<file path="src/rtl/typing_pkg.sv">
// Shared encodings and constants for the typing-test controller and its divider.
package typing_pkg;

  typedef enum logic [2:0] {
    ST_IDLE      = 3'd0,
    ST_COUNTDOWN = 3'd1,
    ST_WORD      = 3'd2,
    ST_BLANK     = 3'd3,
    ST_FINISH    = 3'd4
  } state_t;

  localparam logic [8:0] KEY_ENTER = 9'h05A;
  localparam logic [8:0] KEY_ESC   = 9'h076;
  localparam logic [8:0] KEY_SPACE = 9'h029;

  // Divisor is 10 bits so the accuracy denominator (up to 511 + 255) fits.
  localparam int DVD_W = 16;
  localparam int DVS_W = 10;

  function automatic logic [7:0] sat_inc8(input logic [7:0] v);
    return (v == 8'hFF) ? v : v + 8'd1;
  endfunction

endpackage

</file>
<file path="src/rtl/typing_test_ctrl_if.sv">
// Keyboard, text-ROM and result signals between the typing controller and its surroundings.
interface typing_test_ctrl_if #(
  parameter int IDX_W = 8,
  parameter int WPM_W = 7
);
  logic [511:0]      key_down;
  logic [8:0]        last_change;
  logic              been_ready;
  logic [8:0]        exp_code;
  logic              exp_space;
  logic              exp_last;
  logic [IDX_W-1:0]  char_idx;
  logic [2:0]        state;
  logic [7:0]        secs;
  logic [7:0]        word_cnt;
  logic [7:0]        err_cnt;
  logic [WPM_W-1:0]  wpm;
  logic [WPM_W-1:0]  acc_pct;
  logic              result_vld;

  modport master (
    output key_down, last_change, been_ready, exp_code, exp_space, exp_last,
    input  char_idx, state, secs, word_cnt, err_cnt, wpm, acc_pct, result_vld
  );

  modport slave (
    input  key_down, last_change, been_ready, exp_code, exp_space, exp_last,
    output char_idx, state, secs, word_cnt, err_cnt, wpm, acc_pct, result_vld
  );
endinterface

</file>
<file path="src/rtl/seq_divider.sv">
// Restoring unsigned divider, one quotient bit per cycle; the first bit is resolved on the start edge.
module seq_divider
  import typing_pkg::*;
(
  input  logic             clk,
  input  logic             rst,
  input  logic             start,
  input  logic [DVD_W-1:0] dividend,
  input  logic [DVS_W-1:0] divisor,
  output logic             busy,
  output logic             done,
  output logic [DVD_W-1:0] quotient
);
  logic [DVS_W-1:0] rem_reg, rem_next;
  logic [DVD_W-1:0] quo_reg, quo_next, quo_src;
  logic [DVS_W:0]   partial, diff;
  logic             fits;
  logic [4:0]       cnt_reg;
  logic             busy_reg, done_reg;

  always_comb begin
    quo_src  = start ? dividend : quo_reg;
    partial  = start ? {{DVS_W{1'b0}}, dividend[DVD_W-1]} : {rem_reg, quo_reg[DVD_W-1]};
    diff     = partial - {1'b0, divisor};
    fits     = (partial >= {1'b0, divisor});
    rem_next = fits ? diff[DVS_W-1:0] : partial[DVS_W-1:0];
    quo_next = {quo_src[DVD_W-2:0], fits};
  end

  always_ff @(posedge clk) begin
    if (!rst) begin
      rem_reg  <= '0;
      quo_reg  <= '0;
      cnt_reg  <= '0;
      busy_reg <= 1'b0;
      done_reg <= 1'b0;
    end else begin
      done_reg <= 1'b0;
      if (start) begin
        rem_reg  <= rem_next;
        quo_reg  <= quo_next;
        cnt_reg  <= 5'(DVD_W - 1);
        busy_reg <= 1'b1;
      end else if (busy_reg) begin
        rem_reg <= rem_next;
        quo_reg <= quo_next;
        cnt_reg <= cnt_reg - 5'd1;
        if (cnt_reg == 5'd1) begin
          busy_reg <= 1'b0;
          done_reg <= 1'b1;
        end
      end
    end
  end

  assign busy     = busy_reg;
  assign done     = done_reg;
  assign quotient = quo_reg;
endmodule

</file>
<file path="src/rtl/typing_test_ctrl.sv">
// Typing-test game FSM: countdown, word/blank typing, WPM result via shared divider.
// Define ACCURACY_EN to also compute accuracy percentage with a second division.
module typing_test_ctrl
  import typing_pkg::*;
#(
  parameter int CLK_HZ     = 100_000_000,
  parameter int START_SECS = 3,
  parameter int TEST_SECS  = 60,
  parameter int IDX_W      = 8,
  parameter int WPM_W      = 7
) (
  input logic               clk,
  input logic               rst,
  typing_test_ctrl_if.slave bus
);
  localparam int                TICK_W   = (CLK_HZ > 1) ? $clog2(CLK_HZ) : 1;
  localparam logic [TICK_W-1:0] TICK_MAX = TICK_W'(CLK_HZ - 1);
  localparam logic [WPM_W-1:0]  WPM_MAX  = '1;

  state_t             state_reg;
  logic [TICK_W-1:0]  tick_cnt_reg;
  logic [IDX_W-1:0]   char_idx_reg;
  logic [7:0]         secs_reg, word_cnt_reg, err_cnt_reg;
  logic [WPM_W-1:0]   wpm_reg;
  logic               result_vld_reg, div_start_reg;

  logic press, esc_press, enter_press, tick, typing, correct, wrong, time_up, finish_now;
  logic             div_busy, div_done;
  logic [DVD_W-1:0] div_dividend, div_quotient;
  logic [DVS_W-1:0] div_divisor;

`ifdef ACCURACY_EN
  logic [8:0]       correct_cnt_reg;
  logic             acc_phase_reg;
  logic [WPM_W-1:0] acc_pct_reg;
  logic [DVS_W-1:0] acc_den;
`endif

  function automatic logic [WPM_W-1:0] sat_q(input logic [DVD_W-1:0] q);
    return (q > DVD_W'(WPM_MAX)) ? WPM_MAX : q[WPM_W-1:0];
  endfunction

  always_comb begin
    press       = bus.been_ready & bus.key_down[bus.last_change];
    esc_press   = press && (bus.last_change == KEY_ESC);
    enter_press = press && (bus.last_change == KEY_ENTER);
    tick        = (tick_cnt_reg == TICK_MAX);
    typing      = (state_reg == ST_WORD) || (state_reg == ST_BLANK);
    correct     = typing && press && !esc_press && (bus.last_change == bus.exp_code);
    wrong       = typing && press && !esc_press && (bus.last_change != bus.exp_code);
    time_up     = typing && tick && (secs_reg == 8'(TEST_SECS - 1));
    finish_now  = (correct && bus.exp_last) || time_up;
  end

  always_comb begin
    div_dividend = DVD_W'(word_cnt_reg) * DVD_W'(60);
    div_divisor  = (secs_reg == 8'd0) ? DVS_W'(1) : DVS_W'(secs_reg);
`ifdef ACCURACY_EN
    acc_den = DVS_W'(correct_cnt_reg) + DVS_W'(err_cnt_reg);
    if (acc_phase_reg) begin
      div_dividend = DVD_W'(correct_cnt_reg) * DVD_W'(100);
      div_divisor  = (acc_den == '0) ? DVS_W'(1) : acc_den;
    end
`endif
  end

  // WORD and BLANK form one timed phase: the second counter keeps running across them.
  always_ff @(posedge clk) begin
    if (!rst) begin
      state_reg      <= ST_IDLE;
      tick_cnt_reg   <= '0;
      char_idx_reg   <= '0;
      secs_reg       <= '0;
      word_cnt_reg   <= '0;
      err_cnt_reg    <= '0;
      wpm_reg        <= '0;
      result_vld_reg <= 1'b0;
      div_start_reg  <= 1'b0;
`ifdef ACCURACY_EN
      correct_cnt_reg <= '0;
      acc_phase_reg   <= 1'b0;
      acc_pct_reg     <= '0;
`endif
    end else begin
      div_start_reg <= 1'b0;
      if (state_reg == ST_COUNTDOWN || typing)
        tick_cnt_reg <= tick ? '0 : tick_cnt_reg + TICK_W'(1);
      else
        tick_cnt_reg <= '0;

      case (state_reg)
        ST_IDLE: begin
          if (enter_press) begin
            state_reg    <= ST_COUNTDOWN;
            secs_reg     <= 8'(START_SECS);
            char_idx_reg <= '0;
            word_cnt_reg <= '0;
            err_cnt_reg  <= '0;
`ifdef ACCURACY_EN
            correct_cnt_reg <= '0;
`endif
          end
        end
        ST_COUNTDOWN: begin
          if (esc_press) begin
            state_reg <= ST_IDLE;
          end else if (tick) begin
            if (secs_reg == 8'd1) begin
              state_reg <= bus.exp_space ? ST_BLANK : ST_WORD;
              secs_reg  <= 8'd0;
            end else begin
              secs_reg <= secs_reg - 8'd1;
            end
          end
        end
        ST_WORD, ST_BLANK: begin
          if (esc_press) begin
            state_reg <= ST_IDLE;
          end else begin
            if (tick)
              secs_reg <= secs_reg + 8'd1;
            if (correct) begin
              char_idx_reg <= (char_idx_reg == '1) ? char_idx_reg : char_idx_reg + IDX_W'(1);
              if (bus.exp_space || bus.exp_last)
                word_cnt_reg <= sat_inc8(word_cnt_reg);
`ifdef ACCURACY_EN
              correct_cnt_reg <= (correct_cnt_reg == '1) ? correct_cnt_reg : correct_cnt_reg + 9'd1;
`endif
            end
            if (wrong)
              err_cnt_reg <= sat_inc8(err_cnt_reg);
            if (finish_now) begin
              state_reg     <= ST_FINISH;
              div_start_reg <= 1'b1;
`ifdef ACCURACY_EN
              acc_phase_reg <= 1'b0;
`endif
            end else begin
              state_reg <= bus.exp_space ? ST_BLANK : ST_WORD;
            end
          end
        end
        ST_FINISH: begin
          if (result_vld_reg) begin
            if (enter_press) begin
              state_reg      <= ST_IDLE;
              result_vld_reg <= 1'b0;
            end
          end else if (div_done && !div_busy) begin
`ifdef ACCURACY_EN
            if (!acc_phase_reg) begin
              wpm_reg       <= sat_q(div_quotient);
              acc_phase_reg <= 1'b1;
              div_start_reg <= 1'b1;
            end else begin
              acc_pct_reg    <= sat_q(div_quotient);
              result_vld_reg <= 1'b1;
            end
`else
            wpm_reg        <= sat_q(div_quotient);
            result_vld_reg <= 1'b1;
`endif
          end
        end
        default: state_reg <= ST_IDLE;
      endcase
    end
  end

  seq_divider u_div (
    .clk      (clk),
    .rst      (rst),
    .start    (div_start_reg),
    .dividend (div_dividend),
    .divisor  (div_divisor),
    .busy     (div_busy),
    .done     (div_done),
    .quotient (div_quotient)
  );

  assign bus.state      = state_reg;
  assign bus.char_idx   = char_idx_reg;
  assign bus.secs       = secs_reg;
  assign bus.word_cnt   = word_cnt_reg;
  assign bus.err_cnt    = err_cnt_reg;
  assign bus.wpm        = wpm_reg;
  assign bus.result_vld = result_vld_reg;
`ifdef ACCURACY_EN
  assign bus.acc_pct = acc_pct_reg;
`else
  assign bus.acc_pct = '0;
`endif
endmodule

</file>
<file path="src/flat_wrapper.sv">
// flat-port wrapper written by rule: the top's interface ports become plain ports
module typing_test_ctrl_flat import typing_pkg::*;
#(
  parameter int CLK_HZ     = 100_000_000,
  parameter int START_SECS = 3,
  parameter int TEST_SECS  = 60,
  parameter int IDX_W      = 8,
  parameter int WPM_W      = 7
)
  (clk, rst, bus_key_down, bus_last_change, bus_been_ready, bus_exp_code, bus_exp_space, bus_exp_last, bus_char_idx, bus_state, bus_secs, bus_word_cnt, bus_err_cnt, bus_wpm, bus_acc_pct, bus_result_vld);
  typing_test_ctrl_if #(.IDX_W(IDX_W), .WPM_W(WPM_W)) bus_i ();
  input logic clk;
  input logic rst;
  input wire logic [$bits(bus_i.key_down)-1:0] bus_key_down;
  input wire logic [$bits(bus_i.last_change)-1:0] bus_last_change;
  input wire logic [$bits(bus_i.been_ready)-1:0] bus_been_ready;
  input wire logic [$bits(bus_i.exp_code)-1:0] bus_exp_code;
  input wire logic [$bits(bus_i.exp_space)-1:0] bus_exp_space;
  input wire logic [$bits(bus_i.exp_last)-1:0] bus_exp_last;
  output wire logic [$bits(bus_i.char_idx)-1:0] bus_char_idx;
  output wire logic [$bits(bus_i.state)-1:0] bus_state;
  output wire logic [$bits(bus_i.secs)-1:0] bus_secs;
  output wire logic [$bits(bus_i.word_cnt)-1:0] bus_word_cnt;
  output wire logic [$bits(bus_i.err_cnt)-1:0] bus_err_cnt;
  output wire logic [$bits(bus_i.wpm)-1:0] bus_wpm;
  output wire logic [$bits(bus_i.acc_pct)-1:0] bus_acc_pct;
  output wire logic [$bits(bus_i.result_vld)-1:0] bus_result_vld;
  assign bus_i.key_down = bus_key_down;
  assign bus_i.last_change = bus_last_change;
  assign bus_i.been_ready = bus_been_ready;
  assign bus_i.exp_code = bus_exp_code;
  assign bus_i.exp_space = bus_exp_space;
  assign bus_i.exp_last = bus_exp_last;
  assign bus_char_idx = bus_i.char_idx;
  assign bus_state = bus_i.state;
  assign bus_secs = bus_i.secs;
  assign bus_word_cnt = bus_i.word_cnt;
  assign bus_err_cnt = bus_i.err_cnt;
  assign bus_wpm = bus_i.wpm;
  assign bus_acc_pct = bus_i.acc_pct;
  assign bus_result_vld = bus_i.result_vld;
  typing_test_ctrl #(.CLK_HZ(CLK_HZ), .START_SECS(START_SECS), .TEST_SECS(TEST_SECS), .IDX_W(IDX_W), .WPM_W(WPM_W)) u_core (.clk(clk), .rst(rst), .bus(bus_i));
endmodule
</file>
<file path="config.mk">
export PLATFORM = sky130hd
export DESIGN_NAME = typing_test_ctrl_flat
export DESIGN_NICKNAME = d
export VERILOG_FILES = /design/src/rtl/typing_pkg.sv /design/src/rtl/typing_test_ctrl_if.sv /design/src/rtl/seq_divider.sv /design/src/rtl/typing_test_ctrl.sv /design/src/flat_wrapper.sv
export SDC_FILE = /design/constraint.sdc
export NUM_CORES = 1
export LEC_CHECK = 0
export CORE_AREA = 5 5 222 224
export DETAILED_ROUTE_END_ITERATION = 7
export DIE_AREA = 0 0 227 229
export SLEW_MARGIN = 10
export SYNTH_ARGS = -nofsm -noshare
export SYNTH_HDL_FRONTEND = slang
export SYNTH_HIERARCHICAL = 1
export SYNTH_SLANG_ARGS = --single-unit
</file>
<file path="constraint.sdc">
create_clock -name clk -period 10.2 [get_ports clk]
set_input_delay 2.55 -clock clk [delete_from_list [all_inputs] [get_ports clk]]
set_output_delay 2.55 -clock clk [all_outputs]
set_load 0.02 [all_outputs]
</file>
; ---- Word level (Yosys, flattened, before mapping)
; Cells that the tools add are included.
[word_totals]
reg_bits = 104
output_inout_bits = 50
[classes]
n_addsub = 8
mul = 1
magnitude_cmp = 3
eq_ne = 30
n_mux = 52
bitwise = 6
reduce_logical = 32
[ops]
columns = operator, count
row1 = $mux W8, 18
row2 = $pmux W8 S2, 3
row3 = $add A8 B1 Y8 const B, 4
row4 = $mux W16, 2
row5 = $mux W10, 3
row6 = $add A27 B1 Y27 const B, 1
row7 = $eq A27 B27 Y1 const B, 1
row8 = $eq A8 B8 Y1 const B, 3
row9 = $mux W3, 8
row10 = $pmux W8 S3, 1
row11 = $eq A9 B7 Y1 const B, 2
row12 = $gt A16 B7 Y1 const B, 1
row13 = $ne A2 B1 Y1 const B, 8
row14 = $mux W15, 1
row15 = $reduce_and A5 Y1, 3
row16 = $mul A8 B4 Y12 const B, 1
row17 = $pmux W3 S4, 1
row18 = $reduce_and A6 Y1, 2
row19 = $ge A11 B8 Y1, 1
row20 = $mux W11, 1
row21 = $logic_and A1 B1 Y1, 10
row22 = $lt A9 B10 Y1 const B, 1
row23 = $mux W1, 10
row24 = $ne A2 B2 Y1 const B, 5
row25 = other kinds (27), 41

; ---- Longest topological paths before layout
; Gate-level depths: netlist of the first run.
[depth]
depth_word = 12
depth_mapped = 16
depth_no_buf = 16

; ---- Hierarchy
; The synthesis of the first run kept the hierarchy.
[modules_own_cells]
columns = module, n_inst, cells_per_inst, area_each_um2
row1 = typing_test_ctrl, 1, 984, 9366.5
row2 = seq_divider, 1, 250, 2004.4

; ---- Worst setup path after synthesis of the first run
; OpenSTA, ideal clock, no wires.
[synth_timing]
path_kind = input -> register
start = input port bus_last_change[1]
end = register u_core.secs_reg[4] (netlist: u_core/bus.secs[4])
setup_ps = 134
t_arrival_ps = 5341
t_required_ps = 10066
slack_ps = 4725
path_stages = 12
n_path_buf = 4
path_cell_list = buf_6 buf_12 buf_12 buf_8 mux4_2 nand2_1 nand2_1 o211a_1 o41a_4 nor3_4 a221oi_1 or4_1
[synth_via]
elab_chain_len = 6
[synth_rtl]
columns = element, line_no
row1 = start: declaration, flat_wrapper.sv:15  ; input wire logic [$bits(bus_i.last_change)-1:0] bus_last_change;
row2 = $bmux W1 S9, typing_test_ctrl.sv:44  ; press = bus.been_ready & bus.key_down[bus.last_change];
row3 = $mux W1 (implied by the code), typing_test_ctrl.sv:44
row4 = $and A1 B1 Y1, typing_test_ctrl.sv:44
row5 = $logic_and A1 B1 Y1 (on tied branches), "typing_test_ctrl.sv:45, typing_test_ctrl.sv:46"
row6 = $ne A2 B2 Y1 (no line) / $ne A2 B1 Y1 (equally long branches), -
row7 = $reduce_and A6 Y1 (no line) (*), -
row8 = end signal: assignment, typing_test_ctrl.sv:95  ; secs_reg <= 8'(START_SECS);
row9 = end signal: assignment, typing_test_ctrl.sv:112  ; secs_reg <= secs_reg - 8'd1;
row10 = end signal: assignment, typing_test_ctrl.sv:121  ; secs_reg <= secs_reg + 8'd1;
row11 = end: declaration, typing_test_ctrl.sv:23  ; logic [7:0] secs_reg, word_cnt_reg, err_cnt_reg;
; Mark *: on every way between the ends. The rest lies on a longest branch, timed or not. The select of a mux whose other input is x is not followed.
; A chain may end at the register's enable or synchronous reset.

; ---- Worst setup path after layout of the first run
[layout_timing]
start = input port bus_last_change[1]
end = register u_core.char_idx_reg[7] (netlist: u_core/bus.char_idx[7])
[layout_via]
elab_chain_len = 9
[layout_rtl]
columns = element, line_no
row1 = $bmux W1 S9, typing_test_ctrl.sv:44
row2 = $mux W1 (implied by the code), typing_test_ctrl.sv:44
row3 = $and A1 B1 Y1, typing_test_ctrl.sv:44
row4 = $logic_and A1 B1 Y1, typing_test_ctrl.sv:45  ; esc_press = press && (bus.last_change == KEY_ESC);
row5 = $logic_not A1 Y1, typing_test_ctrl.sv:49  ; correct = typing && press && !esc_press && (bus.last_change == bus.exp_code);
row6 = $logic_and A1 B1 Y1 (2 in a row), typing_test_ctrl.sv:49
row7 = $ne A2 B1 Y1 (no line), -
row8 = $reduce_and A5 Y1 (no line) (*), -
row9 = end signal: assignment, typing_test_ctrl.sv:123  ; char_idx_reg <= (char_idx_reg == '1) ? char_idx_reg : char_idx_reg + IDX_W'(1);
row10 = end: declaration, typing_test_ctrl.sv:22  ; logic [IDX_W-1:0] char_idx_reg;
; Marked as above.

==> metrics, run 1 <==
status=completed; Seq/Total Area, Yosys=18.3%; GRT Overall Usage=21.1%; CP max stage delay=0.62 ns; Fmax=144 MHz; CP max-delay cell=nor4_1; htree depth=3; worst vdd rail ir drop=0.0545 mV; drt wl/cell=24.5 um; dominant synthesized flop cell=dfxtp_1; YS warnings=6; Reg2Reg Launch Point=u_core/bus.word_cnt[2]$_SDFFE_PN0P_; worst path cell trace=buf_8, buf_12, mux4_2, mux2_2, a22oi_1, a21oi_1, nor4_1, nor3_2, o21ai_2, nand2_1, a21oi_1; count of final hold-check violations=0; hold buffer count at cts=0; ys async rst share=0%; Syn Area/Cell=9.21 sq um; CTS root buf=clkbuf_16; Layout Skew=0.0167 ns; Startpoint Class=primary input; HPWL Detailed=48300 um; pin count of the biggest net entering global routing=131; Tot Pwr=0.00122 W; Die Ht=229 um; Lkg Pwr=6.41 nW; # rows=80; Post-synth top cells=115 x mux2i_1, 104 x dfxtp_1, 98 x nor2_1, 96 x mux4_2, 78 x nand2_1; Finished Layout Cells=2365; pwr dens=69.0 nW/um^2; DRT iter0 DRCs=745; Core Area=47100 sq um; Via-to-Cell Ratio=5.20; GR Overflow Total=0; EDFF count, synth=0; TNS Setup=0 ns; Post-DRT Antenna Nets=0; Total Wirelength=57900 um; slew of the pin with the lowest slew margin=1.14 ns; CTS Buf Count=9; I/O Pins=585; largest area contributor in the netlist=mux4_2; critical setup path kind=primary input to flop; CP endpoint kind=flop; max FFs per register=27; initial antenna violation count=9; Max Root-Sink Buffers=2; Post-route DRC=0; IO Port Bufs=577; Final Instance Area=17800 sq um; Crit. Startpoint=bus_last_change[1]; most common cell in the netlist=mux2i_1; CTS sink count=104; Unique masters post-synth=90; Slew headroom=23.9%; Netlist Area Pre-Place=11400 sq um; Clock Latency Late Sink=0.36 ns; first-pass GRT wire length=83100 um; Placed Instances=2347; hold_sp=u_core/tick_cnt_reg[0]$_SDFF_PP0_; fillers=4761; layout cell share with drive strength beyond 1=10.2%; count of final setup violators=0; critical path arrival=7.20 ns; Post-CTS Repair Setup Buffers=0; Area Growth Syn to Fin=56.2%; share of the synthesized area in the top cell type=19.0%; Final nets=2330; CTS tree=yes; Vias=12300; post_cts resized=0; CP Max Fanout=130; fin crit share=67.9%; Hold WC Path Type=flop to flop; Slew Limit Fails=0; vias in the first global route=12800; Synth area leaders=mux4_2 19%, dfxtp_1 18%, mux2i_1 10%; Max-Cap Viols=0; Die Wd=227 um; fin util=37.7%; routability cong.=0.907; Syn Inst Count=1234; placed cell area=17500 sq um; Worst-path clk slew=0.08 ns; most frequent CP cell=a21oi_1; synthesized flop and latch total=104; die area=52000 sq um; drt first pass iters=6; RSZ-0062 raised after global routing=false; WP data required=10.47 ns; minimum clock period=6.93 ns; Initial Util=24.1%
## worst paths after layout
kind | slack, ns | cells past startpoint | endpoint
min | 0.49 | 1 | u_core/tick_cnt_reg[0]$_SDFF_PP0_
max | 3.27 | 11 | u_core/bus.char_idx[7]$_SDFFE_PN0P_
max reg2reg | 6.47 | 16 | u_core/u_div/quotient[14]$_SDFFE_PN0P_
min reg2reg | 0.49 | 1 | u_core/tick_cnt_reg[0]$_SDFF_PP0_
## layer usage
layer / part of all wire, % / track usage (%) / wire length [um] / up-vias
met4: 2.4 / 4.69 / 1370 / 0
li1: - / - / - / 5701
met1: 42 / 27.6 / 24100 / 6000
met2: 50 / 36.7 / 28700 / 546
met3: 6.4 / 3.28 / 3720 / 52
met5: 0 / 0 / 0 / -
## report_power, final
part | internal [W] | switching, W | total, W
Clock | 0.000174 | 0.000175 | 0.000349
Sequential | 0.000406 | 0.0000000516 | 0.000406
Combinational | 0.000290 | 0.000181 | 0.000471
## worst max-delay path: cells and delay by family
family | cells | cell delay, ns
AO/OA/AOI/OAI | 4 | 1.29
multiplexers | 2 | 0.89
AND/OR/NAND/NOR | 3 | 1.34
buffers and inverters | 2 | 0.92
## placed cells by master (no fill, tap or decap), types with 30 or more instances in the layout
master           instances
clkdlybuf4s50_1        573
mux2i_1                115
dfxtp_1                103
nor2_1                  97
mux4_2                  96
nand2_1                 78
a21oi_1                 77
nand3_1                 52
inv_1                   44
ha_1                    38
a22oi_1                 35
xnor2_1                 33
o21ai_0                 30
## layout make-up
type                            instances  area (sq um)  area share [%]
Sequential cell                       104          2080            11.7
Clock buffer                            9           225            1.27
Clock inverter                          7          72.6           0.409
Timing Repair Buffer                  590          5880            33.1
Multi-Input combinational cell        991          8550            48.1
Tap cell                              615           769            4.33
Inverter                               47           176           0.993
Antenna cell                            2          5.00          0.0282
## kinds of logic (layout without fill, tap and decap cells)
family	Yosys count	after routing	synth area share [%]
and+or+nand+nor	384	384	17.2
AOI/OAI and AO/OA	271	271	16.8
muxes	219	219	29.9
buffers and inverters	151	653	7.06
DFF	104	104	18.3
adders and majority gates	52	52	6.65
xor gates and xnor gates	52	52	4.01
other	1	15	0.0330
## stage by stage
stage / setup WS (ns) / hold WS (ns)
floorplan: 4.72 / 0.430
global placement: 2.93 / 0.443
detailed placement: 2.78 / 0.476
CTS: 3.15 / 0.496
global route: 2.85 / 0.520
finish: 3.27 / 0.491
Note: power is estimated with default switching activity, not from simulation.
==> run 2, diff against run 1 <==
- clock period: 10.2 -> 6.97 ns (I/O delays scaled with it)
==> run 2 against run 1 <==
  * Wire length rose by 1.4%
  * Sequential share of layout area fell by 0.053 points
  * Clock power rose by 51%
  * Final area rose by 0.45%
  * Critical path type unchanged
==> metrics, run 2 (synthesized netlist as in run 1, its figures left out) <==
status=completed; most frequent cells in the layout=573 x clkdlybuf4s50_1, 115 x mux2i_1, 103 x dfxtp_1; CP Max Fanout=37; die area=52000 sq um; critical path arrival=6.07 ns; WP data required=7.24 ns; post_cts resized=0; Startpoint Class=primary input; routability cong.=0.968; # rows=80; Die Ht=229 um; max FFs per register=27; Vias=12400; CTS tree=yes; fin util=37.8%; Clock Latency Late Sink=0.36 ns; worst vdd rail ir drop=0.0947 mV; slew of the pin with the lowest slew margin=1.07 ns; Finished Layout Cells=2375; internal power=0.00128 W; Via-to-Cell Ratio=5.20; switching share of total power=29.8%; Tot Pwr=0.00182 W; Post-route DRC=0; pre-CTS WS=0.830 ns; Placed Instances=2357; IO Port Bufs=577; Core Area=47100 sq um; layout cell share with drive strength beyond 1=10.6%; Post-DRT Antenna Nets=0; CP max stage delay=0.93 ns; Net Switching=0.000542 W; Logic pwr share=38.3%; GRT Overall Usage=21.5%; count of final hold-check violations=0; Clk pwr share=29.1%; Slew Limit Fails=0; htree depth=3; I/O Pins=585; Fmax=173 MHz; Max Root-Sink Buffers=2; RSZ-0062 raised after global routing=false; fin crit share=83.1%; Initial Util=24.1%; hold buffer count at cts=0; sequential power share=32.7%; Area Growth Syn to Fin=56.9%; count of final setup violators=0; vias in the first global route=13000; Hold WC Path Type=flop to flop; Worst-path clk slew=0.09 ns; drt first pass iters=5; Max-Cap Viols=0; CTS root buf=clkbuf_16; Layout Skew=0.0138 ns; TNS Setup=0 ns; minimum clock period=5.80 ns; Final nets=2340; CP max-delay cell=o31ai_2; HPWL Detailed=50000 um; pin count of the biggest net entering global routing=53; pwr dens=102 nW/um^2; drt wl/cell=24.7 um; worst path cell trace=buf_4, nor2b_2, a22oi_1, nand3_1, a21oi_1, nor4_1, nor3_2, o31ai_2, o2111ai_1, o31ai_1; Total Wirelength=58800 um; CTS sink count=104; Post-CTS Repair Setup Buffers=0; Die Wd=227 um; DRT iter0 DRCs=950; first-pass GRT wire length=84600 um; GR Overflow Total=0; critical setup path kind=primary input to flop; initial antenna violation count=5; setup ws final=1.17 ns; CTS Buf Count=9; Slew headroom=28.4%; CP endpoint kind=flop; Lkg Pwr=6.46 nW; most common cell after layout, fill and taps aside=clkdlybuf4s50_1
run 2: through the flow:
step / area [sq um] / hold slack, ns
floorplan: 11400 / 0.430
global placement: 17500 / 0.446
detailed placement: 17500 / 0.455
CTS: 17800 / 0.477
global route: 17800 / 0.508
finish: 17800 / 0.473
run 2: power groups by stage:
stage                     sequential [W]  combinational, W  clock [W]
after floorplan                 0.000608          0.000286          0
after global placement          0.000608          0.000696          0
after detailed placement        0.000608          0.000698          0
after CTS                       0.000594          0.000701   0.000539
after global routing            0.000594          0.000735   0.000567
final                           0.000594          0.000696   0.000528
run 2: path summary, 6_finish.rpt:
kind,from,endpoint,slack [ns],depth (start not counted)
setup / recovery,bus_last_change[0],u_core/bus.word_cnt[5]$_SDFFE_PN0P_,1.17,10
hold / removal,u_core/tick_cnt_reg[0]$_SDFF_PP0_,u_core/tick_cnt_reg[0]$_SDFF_PP0_,0.47,1
setup reg to reg,u_core/bus.word_cnt[0]$_SDFFE_PN0P_,u_core/u_div/quotient[14]$_SDFFE_PN0P_,3.36,16
hold reg to reg,u_core/tick_cnt_reg[0]$_SDFF_PP0_,u_core/tick_cnt_reg[0]$_SDFF_PP0_,0.47,1
run 2: area by class of cell:
type | instances | area [sq um]
inverter | 47 | 176
tap | 615 | 769
multi-input combinational | 991 | 8540
timing repair buffer | 600 | 5960
clock buffer | 9 | 225
sequential | 104 | 2080
antenna | 2 | 5.00
fill | 4724 | 29300
clock inverter | 7 | 83.8
run 2: metal layers:
metal | routed length, um | track usage [%] | share of wire, % | up-vias
met5 | 13 | 0 | 0.022 | -
li1 | - | - | - | 5732
met3 | 3450 | 3.01 | 5.9 | 55
met4 | 1190 | 4.19 | 2.0 | 2
met1 | 24400 | 27.8 | 42 | 6046
met2 | 29700 | 38.2 | 51 | 526
run 2: worst max-delay path, delay by kind of cell:
kind            cells  cell delay, ns
compound gates      5            1.63
buf+inv             1            0.50
simple gates        4            2.11
==> run 3, diff against run 2 <==
- clock period: 6.97 -> 5.35 ns (I/O delays scaled with it)
==> run 3 against run 2 <==
  * Power is 31% higher
  * Worst setup slack worse by 0.43 ns
  * Die area unchanged
  * Largest cell class unchanged
==> metrics, run 3 (synthesized netlist as in run 1, its figures left out) <==
CTS Buf Count=9; CP max stage delay=0.58 ns; Placed Instances=2397; GRT Overall Usage=21.7%; count of final hold-check violations=0; I/O Pins=585; CP max-delay cell=o31ai_4; CP Max Fanout=39; met1 WL=24300 um; pwr dens=131 nW/um^2; Reg2Reg Launch Point=u_core/bus.word_cnt[0]$_SDFFE_PN0P_; internal power=0.00169 W; IO Port Bufs=577; post_cts resized=0; Fmax=217 MHz; Lkg Pwr=6.65 nW; minimum clock period=4.61 ns; Logic pwr share=39.5%; max FFs per register=27; switching share of total power=29.2%; layout cell share with drive strength beyond 1=12.6%; Worst-path clk slew=0.08 ns; Slew Limit Fails=0; critical setup path kind=primary input to flop; pin count of the biggest net entering global routing=51; RSZ-0062 raised after global routing=false; Core Area=47100 sq um; Reg area=2080 sq um; Post-route DRC=0; CTS tree=yes; first-pass GRT wire length=84300 um; most frequent cells in the layout=573 x clkdlybuf4s50_1, 115 x mux2i_1, 103 x dfxtp_1; Layout Skew=0.0145 ns; top routing layer in use=met4; Tot Pwr=0.00238 W; # rows=80; initial antenna violation count=6; status=completed; crit path buf inv count=2; DRT iter0 DRCs=878; hold_sp=u_core/tick_cnt_reg[0]$_SDFF_PP0_; CTS root buf=clkbuf_16; Final Instance Area=18100 sq um; GR Overflow Total=0; Final nets=2380; worst vdd rail ir drop=0.140 mV; Die Wd=227 um; HPWL Detailed=50700 um; critical path arrival=4.87 ns; sequential power share=32.5%; WP data required=5.61 ns; Slew headroom=19.3%; WL met3=4110 um; Hold WC Path Type=flop to flop; Total Wirelength=59300 um; TNS Setup=0 ns; die area=52000 sq um; Clk pwr share=28.0%; Via-to-Cell Ratio=5.16; Area Growth Syn to Fin=59.5%; multi-input logic area=8540 sq um; Initial Util=24.1%; slew of the pin with the lowest slew margin=1.21 ns; Post-CTS Repair Setup Buffers=0; hold buffer count at cts=0; most common cell after layout, fill and taps aside=clkdlybuf4s50_1; Post-DRT Antenna Nets=0; Max Root-Sink Buffers=2; drt first pass iters=5; Clock Latency Late Sink=0.36 ns; Vias=12500; CTS sink count=104; count of final setup violators=0; drt wl/cell=24.6 um; worst path cell trace=buf_8, buf_12, mux2i_1, a22oi_1, o21ai_1, o31a_1, a311oi_1, o41a_4, o31ai_4, o311ai_1, o41ai_2; Startpoint Class=primary input; delay-heaviest family, CP=compound AO/OA/AOI/OAI gates; Die Ht=229 um; WL met2=29300 um; htree depth=3; routability cong.=0.933; Crit. Startpoint=bus_last_change[1]; CP endpoint kind=flop; setup ws final=0.742 ns; vias in the first global route=13000; fin crit share=86.1%; Finished Layout Cells=2416; Net Switching=0.000695 W; Max-Cap Viols=0; pre-CTS WS=0.396 ns; fillers=4658; placed cell area=17800 sq um
[run 3: cell types whose count changed in the layout (fill, tap and decap cells not counted)]
cell / before / now
buf_12: 1 / 2
buf_4: 24 / 63
clkbuf_8: 0 / 1
clkinv_4: 1 / 3
clkinv_8: 3 / 0
clkinvlp_4: 0 / 2
diode_2: 2 / 3
inv_6: 3 / 0
inv_8: 0 / 1
[run 3: power by group through the flow]
stage / logic [W] / registers, W / clock network (W)
after detailed placement: 0.000944 / 0.000792 / 0
after floorplan: 0.000372 / 0.000792 / 0
after global placement: 0.000937 / 0.000792 / 0
after CTS: 0.000948 / 0.000773 / 0.000682
final: 0.000941 / 0.000773 / 0.000666
after global routing: 0.000994 / 0.000773 / 0.000714
[run 3: worst paths after layout]
check,end,slack (ns),cells after the start
setup / recovery,u_core/bus.state[0]$_SDFFE_PN0P_,0.74,11
hold / removal,u_core/tick_cnt_reg[0]$_SDFF_PP0_,0.49,1
setup reg to reg,u_core/u_div/quotient[14]$_SDFFE_PN0P_,1.68,16
hold reg to reg,u_core/tick_cnt_reg[0]$_SDFF_PP0_,0.49,1
[run 3: routing by layer]
layer / GRT usage (%) / up-vias
met5: 0 / -
met4: 6.47 / 0
met3: 4.03 / 60
met2: 37.1 / 523
met1: 27.7 / 6072
li1: - / 5818
[run 3: final cells by class]
| type | instances | area share (%) |
|---|---|---|
| Inverter | 47 | 0.972 |
| Sequential cell | 104 | 11.5 |
| Clock inverter | 6 | 0.290 |
| Clock buffer | 10 | 1.32 |
| Timing Repair Buffer | 640 | 34.6 |
| Multi-Input combinational cell | 991 | 47.1 |
| Antenna cell | 3 | 0.0414 |
| Tap cell | 615 | 4.24 |
[run 3: metrics by stage]
step / util [%] / hold slack [ns]
5_1_grt: 38.5 / 0.527
3_3_place_gp: 37.8 / 0.442
3_5_place_dp: 37.8 / 0.473
2_1_floorplan: - / 0.430
6_report: 38.5 / 0.486
4_1_cts: 38.5 / 0.490
